### src/rtl/text_line_parser.sv
// Parses ASCII lines of the form [RL]<digits>\n into {dir, value[30:0]} packets.
// Optional malformed-line counter built only when TEXT_LINE_PARSER_ERRCNT_EN is defined.
module text_line_parser (
  input  logic        clk,
  input  logic        rst,
  input  logic        i_byteValid,
  input  logic [7:0]  i_byte,
  input  logic        i_last,
  output logic        o_dataValid,
  output logic [31:0] o_packet,
  output logic [15:0] o_errCount,
  output logic        o_busy
);

  typedef enum logic [1:0] {IDLE, DIR, DIGITS, SKIP} state_t;

  typedef struct packed {
    state_t      state;
    logic [30:0] acc;
    logic        load_dir;
    logic        emit;
    logic        err;
  } step_t;

  localparam logic [7:0]  CH_LF   = 8'h0A;
  localparam logic [7:0]  CH_CR   = 8'h0D;
  localparam logic [7:0]  CH_R    = 8'h52;
  localparam logic [7:0]  CH_L    = 8'h4C;
  localparam logic [30:0] ACC_MAX = 31'h7FFF_FFFF;

  state_t      state_reg;
  logic [30:0] acc_reg;
  logic        dir_reg;

  step_t       s1_step;
  step_t       s2_step;
  step_t       fin_step;
  logic        dir_next;
  logic        emit_any;

  // One byte of the line grammar applied to a given state/accumulator.
  function automatic step_t parse_step(input state_t st, input logic [30:0] acc,
                                       input logic [7:0] b);
    step_t       r;
    logic        is_digit;
    logic [34:0] prod;
    r.state    = st;
    r.acc      = acc;
    r.load_dir = 1'b0;
    r.emit     = 1'b0;
    r.err      = 1'b0;
    is_digit   = (b >= 8'h30) && (b <= 8'h39);
    prod       = ({4'd0, acc} * 35'd10) + {31'd0, b[3:0]};
    case (st)
      IDLE: begin
        if (b == CH_R || b == CH_L) begin
          r.state    = DIR;
          r.acc      = '0;
          r.load_dir = 1'b1;
        end else if (b != CH_LF && b != CH_CR) begin
          r.state = SKIP;
          r.err   = 1'b1;
        end
      end
      DIR: begin
        if (is_digit) begin
          r.state = DIGITS;
          r.acc   = {27'd0, b[3:0]};
        end else if (b == CH_LF) begin
          r.state = IDLE;
          r.err   = 1'b1;
        end else begin
          r.state = SKIP;
          r.err   = 1'b1;
        end
      end
      DIGITS: begin
        if (is_digit) begin
          r.acc = (prod > {4'd0, ACC_MAX}) ? ACC_MAX : prod[30:0];
        end else if (b == CH_LF) begin
          r.state = IDLE;
          r.emit  = 1'b1;
        end else if (b != CH_CR) begin
          r.state = SKIP;
          r.err   = 1'b1;
        end
      end
      default: begin
        if (b == CH_LF) r.state = IDLE;
      end
    endcase
    return r;
  endfunction

  // i_last is modelled as a second, implicit '\n' step in the same cycle.
  always_comb begin
    s1_step  = parse_step(state_reg, acc_reg, i_byte);
    s2_step  = parse_step(s1_step.state, s1_step.acc, CH_LF);
    fin_step = i_last ? s2_step : s1_step;
    dir_next = s1_step.load_dir ? (i_byte == CH_R) : dir_reg;
    emit_any = s1_step.emit | (i_last & s2_step.emit);
  end

  always_ff @(posedge clk or negedge rst) begin
    if (!rst) begin
      state_reg   <= IDLE;
      acc_reg     <= '0;
      dir_reg     <= 1'b0;
      o_dataValid <= 1'b0;
      o_packet    <= '0;
      o_busy      <= 1'b0;
    end else if (i_byteValid) begin
      state_reg   <= fin_step.state;
      acc_reg     <= fin_step.acc;
      dir_reg     <= dir_next;
      o_dataValid <= emit_any;
      o_busy      <= (fin_step.state != IDLE);
      if (emit_any) o_packet <= {dir_next, fin_step.acc};
    end else begin
      o_dataValid <= 1'b0;
    end
  end

`ifdef TEXT_LINE_PARSER_ERRCNT_EN
  logic [15:0] err_count_reg;
  logic        err_any;

  // At most one error event can occur per line, so each event is one line.
  assign err_any = s1_step.err | (i_last & s2_step.err);

  always_ff @(posedge clk or negedge rst) begin
    if (!rst) begin
      err_count_reg <= '0;
    end else if (i_byteValid && err_any && err_count_reg != 16'hFFFF) begin
      err_count_reg <= err_count_reg + 16'd1;
    end
  end

  assign o_errCount = err_count_reg;
`else
  assign o_errCount = '0;
`endif

endmodule

### config.mk
export PLATFORM = sky130hd
export DESIGN_NAME = text_line_parser
export DESIGN_NICKNAME = d
export VERILOG_FILES = /design/src/rtl/text_line_parser.sv
export SDC_FILE = /design/constraint.sdc
export NUM_CORES = 1
export LEC_CHECK = 0
export CAP_MARGIN = 20
export CORE_MARGIN = 5
export CORE_UTILIZATION = 60
export CTS_BUF_LIST = sky130_fd_sc_hd__clkbuf_4
export DETAILED_ROUTE_END_ITERATION = 10
export PLACE_DENSITY = 0.89
export SLEW_MARGIN = 25
export SYNTH_ARGS = -nofsm -noshare
export SYNTH_HDL_FRONTEND = slang
export SYNTH_SLANG_ARGS = --single-unit
### constraint.sdc
create_clock -name clk -period 5.47 [get_ports clk]
set_input_delay 0.8205 -clock clk [delete_from_list [all_inputs] [get_ports clk]]
set_output_delay 0.8205 -clock clk [all_outputs]
set_load 0.02 [all_outputs]
# Yosys cells after proc, flatten, opt, wreduce, memory -nomap -nowiden
# Index checks and enable logic that the tools add are counted.
[word_totals]
elab_cells = 59
out_inout_bits = 50
ff_bits = 68
[classes]
n_eq_ne = 9
n_mul = 1
bitwise_logic = 2
n_reduce_logical = 7
muxes = 30
n_addsub = 1
order_cmp = 3
[op_table]
columns = ["operator", "n"]
rows = [
  ["$mux W31", 3],
  ["$pmux W31 S3", 1],
  ["$mux W36", 1],
  ["$add A35 B4 Y35", 1],
  ["$gt A35 B31 Y1 const B", 1],
  ["$mul A31 B3 Y34 const B", 1],
  ["$mux W32", 1],
  ["$mux W2", 10],
  ["$eq A8 B7 Y1 const B", 2],
  ["$ne A8 B4 Y1 const B", 2],
  ["$mux W1", 12],
  ["$eq A8 B4 Y1 const B", 1],
  ["$ge A8 B6 Y1 const B", 1],
  ["$le A8 B6 Y1 const B", 1],
  ["$pmux W2 S3", 1],
  ["$eq A2 B1 Y1 const B", 2],
  ["$eq A2 B2 Y1 const B", 2],
  ["$logic_not A2 Y1", 2],
  ["$pmux W1 S3", 1],
  ["$logic_and A1 B1 Y1", 2],
  ["$reduce_and A2 Y1", 1],
  ["$reduce_bool A2 Y1", 1],
  ["$and A1 B1 Y1", 1],
  ["$logic_or A1 B1 Y1", 1],
  ["$or A1 B1 Y1", 1],
]

# Longest topological paths before layout
# Gate-level depths: netlist (run 1).
[depth]
word_depth = 10
ltp_mapped = 15
depth_no_buf = 14

# Worst setup path before layout (run 1)
# No wires, ideal clock.
[synth_timing]
path_type = "register to register"
from = "register acc_reg[1]"
to = "register acc_reg[3]"
n_path_buf = 1
setup_slack_ns = 1.416
t_arrival_ns = 3.924
period_less_slack_ns = 4.054
t_required_ns = 5.340
stages_incl_launch_ff = 16
setup_ns = 0.130
cell_sequence = "dfrtp_1 -> ha_1 -> ha_1 -> fa_1 -> a21o_1 -> a311o_1 -> a21o_1 -> a21oi_1 -> xnor2_1 -> and4_1 -> nand4b_2 -> nor4_4 -> nor2_2 -> buf_2 -> o31ai_1 -> a21oi_1"
[synth_via]
elab_chain_cells = 7
[synth_lines]
columns = ["element", "line", "rtl"]
rows = [
  ["start, declared", "32", "logic [30:0] acc_reg;"],
  ["start signal, assigned", "114", "acc_reg <= fin_step.acc;"],
  ["$mul A31 B3 Y34 *", "53", "prod = ({4'd0, acc} * 35'd10) + {31'd0, b[3:0]};"],
  ["$add A35 B4 Y35 *", "53", ""],
  ["$gt A35 B31 Y1", "79", "r.acc = (prod > {4'd0, ACC_MAX}) ? ACC_MAX : prod[30:0];"],
  ["$mux W31 *", "79", ""],
  ["$mux W31 *", "78", "if (is_digit) begin"],
  ["$pmux W31 S3 *", "54", "case (st)"],
  ["$mux W36 *", "99", "fin_step = i_last ? s2_step : s1_step;"],
]
# Every way passes the cells marked *; elsewhere a longest branch is shown, timed or not.
# A chain may end at the register's enable or synchronous reset.

# Worst setup path in the final report (run 1)
[layout_timing]
from = "register acc_reg[1]"
to = "register o_packet[26]"
[layout_via]
elab_chain_cells = 7
[layout_lines]
columns = ["element", "line", "rtl"]
rows = [
  ["$mul A31 B3 Y34 *", "53", ""],
  ["$add A35 B4 Y35 *", "53", ""],
  ["$gt A35 B31 Y1", "79", ""],
  ["$mux W31 *", "79", ""],
  ["$mux W31 *", "78", ""],
  ["$pmux W31 S3 *", "54", ""],
  ["$mux W36 *", "99", ""],
  ["end signal, assigned", "118", "if (emit_any) o_packet <= {dir_next, fin_step.acc};"],
  ["end, declared", "10", "output logic [31:0] o_packet,"],
]
# Marked as above.

==> results.ini, run 1 <==
[placement]
place.gp.congestion=0.933
numPortBuffers=45
dp_hpwl_um=13000
pre_cts_ws_ns=0.812

[sta]
setup_viol_count_final=0
post-route-min-period_ns=4.73
fin_setup_tns_ns=0
fin_skew_ns=0.0228
slew_headroom_pct=30.9
hold_violations=0
grt_setup_unrepaired=no
hold_slack_ns=0.530
worst_slew_pin_slew_ns=1.04
fin_crit_sh_pct=86.5
fmax_ghz=0.211
slew_violations=0
setup_ws_ns=0.739

[layout]
ff_latch_area_sq_um=1700
area_delta_synth_final_pct=10.0
nNetsFinal=843
drive_above_1_share_pct=5.57
largest_reg_flops=32
fillerInstances=770
multi_input_area_sq_um=4070

[clock_network]
root_buffer=clkbuf_4
clock_tree.buffer_depth=2
htreeDepth=3
numCtsBuffers=9
cts.sinks=68
cts_tree=yes
postCtsSetupBuffers=0
clkTransAtPathRegs_ns=0.11
cts_resized=0
cts_hold_buf=0
clk_latency_ns=0.43

[grt]
grt_usage_pct=28.2
grt_max_degree=69
grt_pass1_vias=5740
overflow=0
grt_pass1_wl_um=27300
antenna_found_initial=1

[route]
finalWirelength_um=16900
detail-route-antenna-nets=0
first_pass_iters=5
wl_per_cell_um=18.6
route.detailed.drc=0
drtIter0Drc=566
vias=5931
vias_per_cell=6.55

[die]
dieWidth_um=110
pin_count=62
die_h_um=110
start_util_pct=61.5
rows=36
die-area_sq_um=12100
core_sq_um=9770

[critical_path]
critical_path_arrival_ns=5.08
critPathLaunchType=flop
end_kind=flop
critPathRequiredTime_ns=5.82
worstSetupPathType=reg2reg
path_max_fanout=14

[synth]
ys.flop_type=dfrtp_1
syn-instance-count=740
ys_warn_count=0
yosysUniqueCellTypes=75
ys_ff_latch=68
synth_edf_count=0
avgSynthCellArea_sq_um=8.13
netlist_area_sq_um=6020
async_reset_ff_share_pct=100
yosysSeqAreaShare_pct=28.3

[power]
p_per_area_nw_per_um2=268
ir_drop_mv=0.158
power.leakage_uw=0.00293
totalPowerFinal_uw=1780

[job]
max_cap_viol_count=0

[min_path]
hp-class=reg2reg

[status]
status=finished clean

-- routing by layer --
layer / global-route usage [%] / vias to the layer above / share of wire, %
li1: - / 2751 / -
met1: 37.8 / 2820 / 42
met2: 45.5 / 302 / 46
met3: 4.37 / 58 / 8.7
met4: 11.6 / 0 / 3.1
met5: 0 / - / 0
-- power breakdown --
group / switching [uW] / internal [uW]
sequential: 84.2 / 589
combinational: 461 / 316
clock: 189 / 136
-- critical path: stages (launching register included) --
cell      delay [ns]
dfrtp_1         0.47
ha_1            0.33
ha_1            0.25
fa_1            0.42
a21o_1          0.23
a311o_1         0.46
a21o_1          0.19
a21oi_1         0.18
xnor2_1         0.30
and4_1          0.37
nand4b_2        0.16
o21a_1          0.28
nor2_2          0.40
buf_4           0.29
o21ai_1         0.12
a31oi_1         0.19
-- logic make-up after synthesis --
family	Yosys count	synth area share [%]
simple gates	263	21.2
other cells	1	0.0623
buf+inv	61	5.03
flops	68	28.3
fa+ha+maj	63	13.4
mux	4	0.707
xor+xnor	46	6.70
compound gates	234	24.6
-- metrics by stage --
stage | instances | cell area (sq um) | utilization (%)
6_report | 906 | 6620 | 67.7
2_1_floorplan | 755 | 6070 | -
5_1_grt | 906 | 6620 | 67.7
3_5_place_dp | 890 | 6480 | 66.3
3_3_place_gp | 890 | 6480 | 66.3
4_1_cts | 905 | 6620 | 67.7
-- cell usage in the layout, fill, tap and decap left out, types with 13 or more instances in the layout --
| cell | instances |
|---|---|
| nand2_1 | 98 |
| nor2_1 | 68 |
| dfrtp_1 | 68 |
| ha_1 | 61 |
| a21oi_1 | 51 |
| o21ai_1 | 45 |
| clkdlybuf4s50_1 | 44 |
| a31oi_1 | 40 |
| xnor2_1 | 32 |
| o21ai_0 | 23 |
| conb_1 | 16 |
| nand3_1 | 15 |
| xor2_1 | 14 |
| nand4_1 | 13 |
-- synth_stat cells (all sizes together), types with 3 or more instances --
cell type,count,area (sq um)
nand4b,3,32.5
a2111oi,4,42.5
o22ai,3,18.8
o31ai,3,22.5
ha,61,763
inv,10,37.5
xor2,14,123
and4,10,87.6
o21a,8,60.1
clkbuf,23,86.3
and2,10,62.6
nand4,14,93.8
a211oi,8,65.1
a21oi,52,264
nor2,69,262
or2,4,27.5
a22o,3,26.3
a21o,9,67.6
xnor2,32,280
dfrtp,68,1700
buf,28,179
nor3,13,70.1
o211ai,12,100
and3,8,50.1
o21ai,70,354
a31oi,40,250
nand3,15,75.1
nand2,98,368
nor2b,7,43.8
-- path summary, 6_finish.rpt --
check	from	cells after the start	endpoint	slack, ns
max in group asynchronous	rst	2	o_packet[8]$_DFFE_PN0P_	4.32
min in group asynchronous	rst	2	acc_reg[19]$_DFFE_PN0P_	0.57
min	o_packet[24]$_DFFE_PN0P_	1	o_packet[24]$_DFFE_PN0P_	0.53
max reg2reg	acc_reg[1]$_DFFE_PN0P_	15	o_packet[26]$_DFFE_PN0P_	0.74
max	acc_reg[1]$_DFFE_PN0P_	15	o_packet[26]$_DFFE_PN0P_	0.74
min reg2reg	o_packet[24]$_DFFE_PN0P_	1	o_packet[24]$_DFFE_PN0P_	0.53
-- final cells by class --
type | count | share of cell area [%]
inverters | 10 | 0.567
flip-flops and latches | 68 | 25.7
diodes | 1 | 0.0378
multi-input cells | 626 | 61.5
well taps | 133 | 2.51
clock buffers | 9 | 1.02
clock inverters | 6 | 1.00
repair buffers | 53 | 7.64
No activity file was read; power rests on OpenSTA's default activity.
==> inputs of run 2 (changes only) <==
- ABC_CLOCK_PERIOD_IN_PS: default -> 5470
- SETUP_SLACK_MARGIN: default -> 0.02
==> results of run 2 <==
The final DEF is identical to that of run 1; final timing and power are the same.
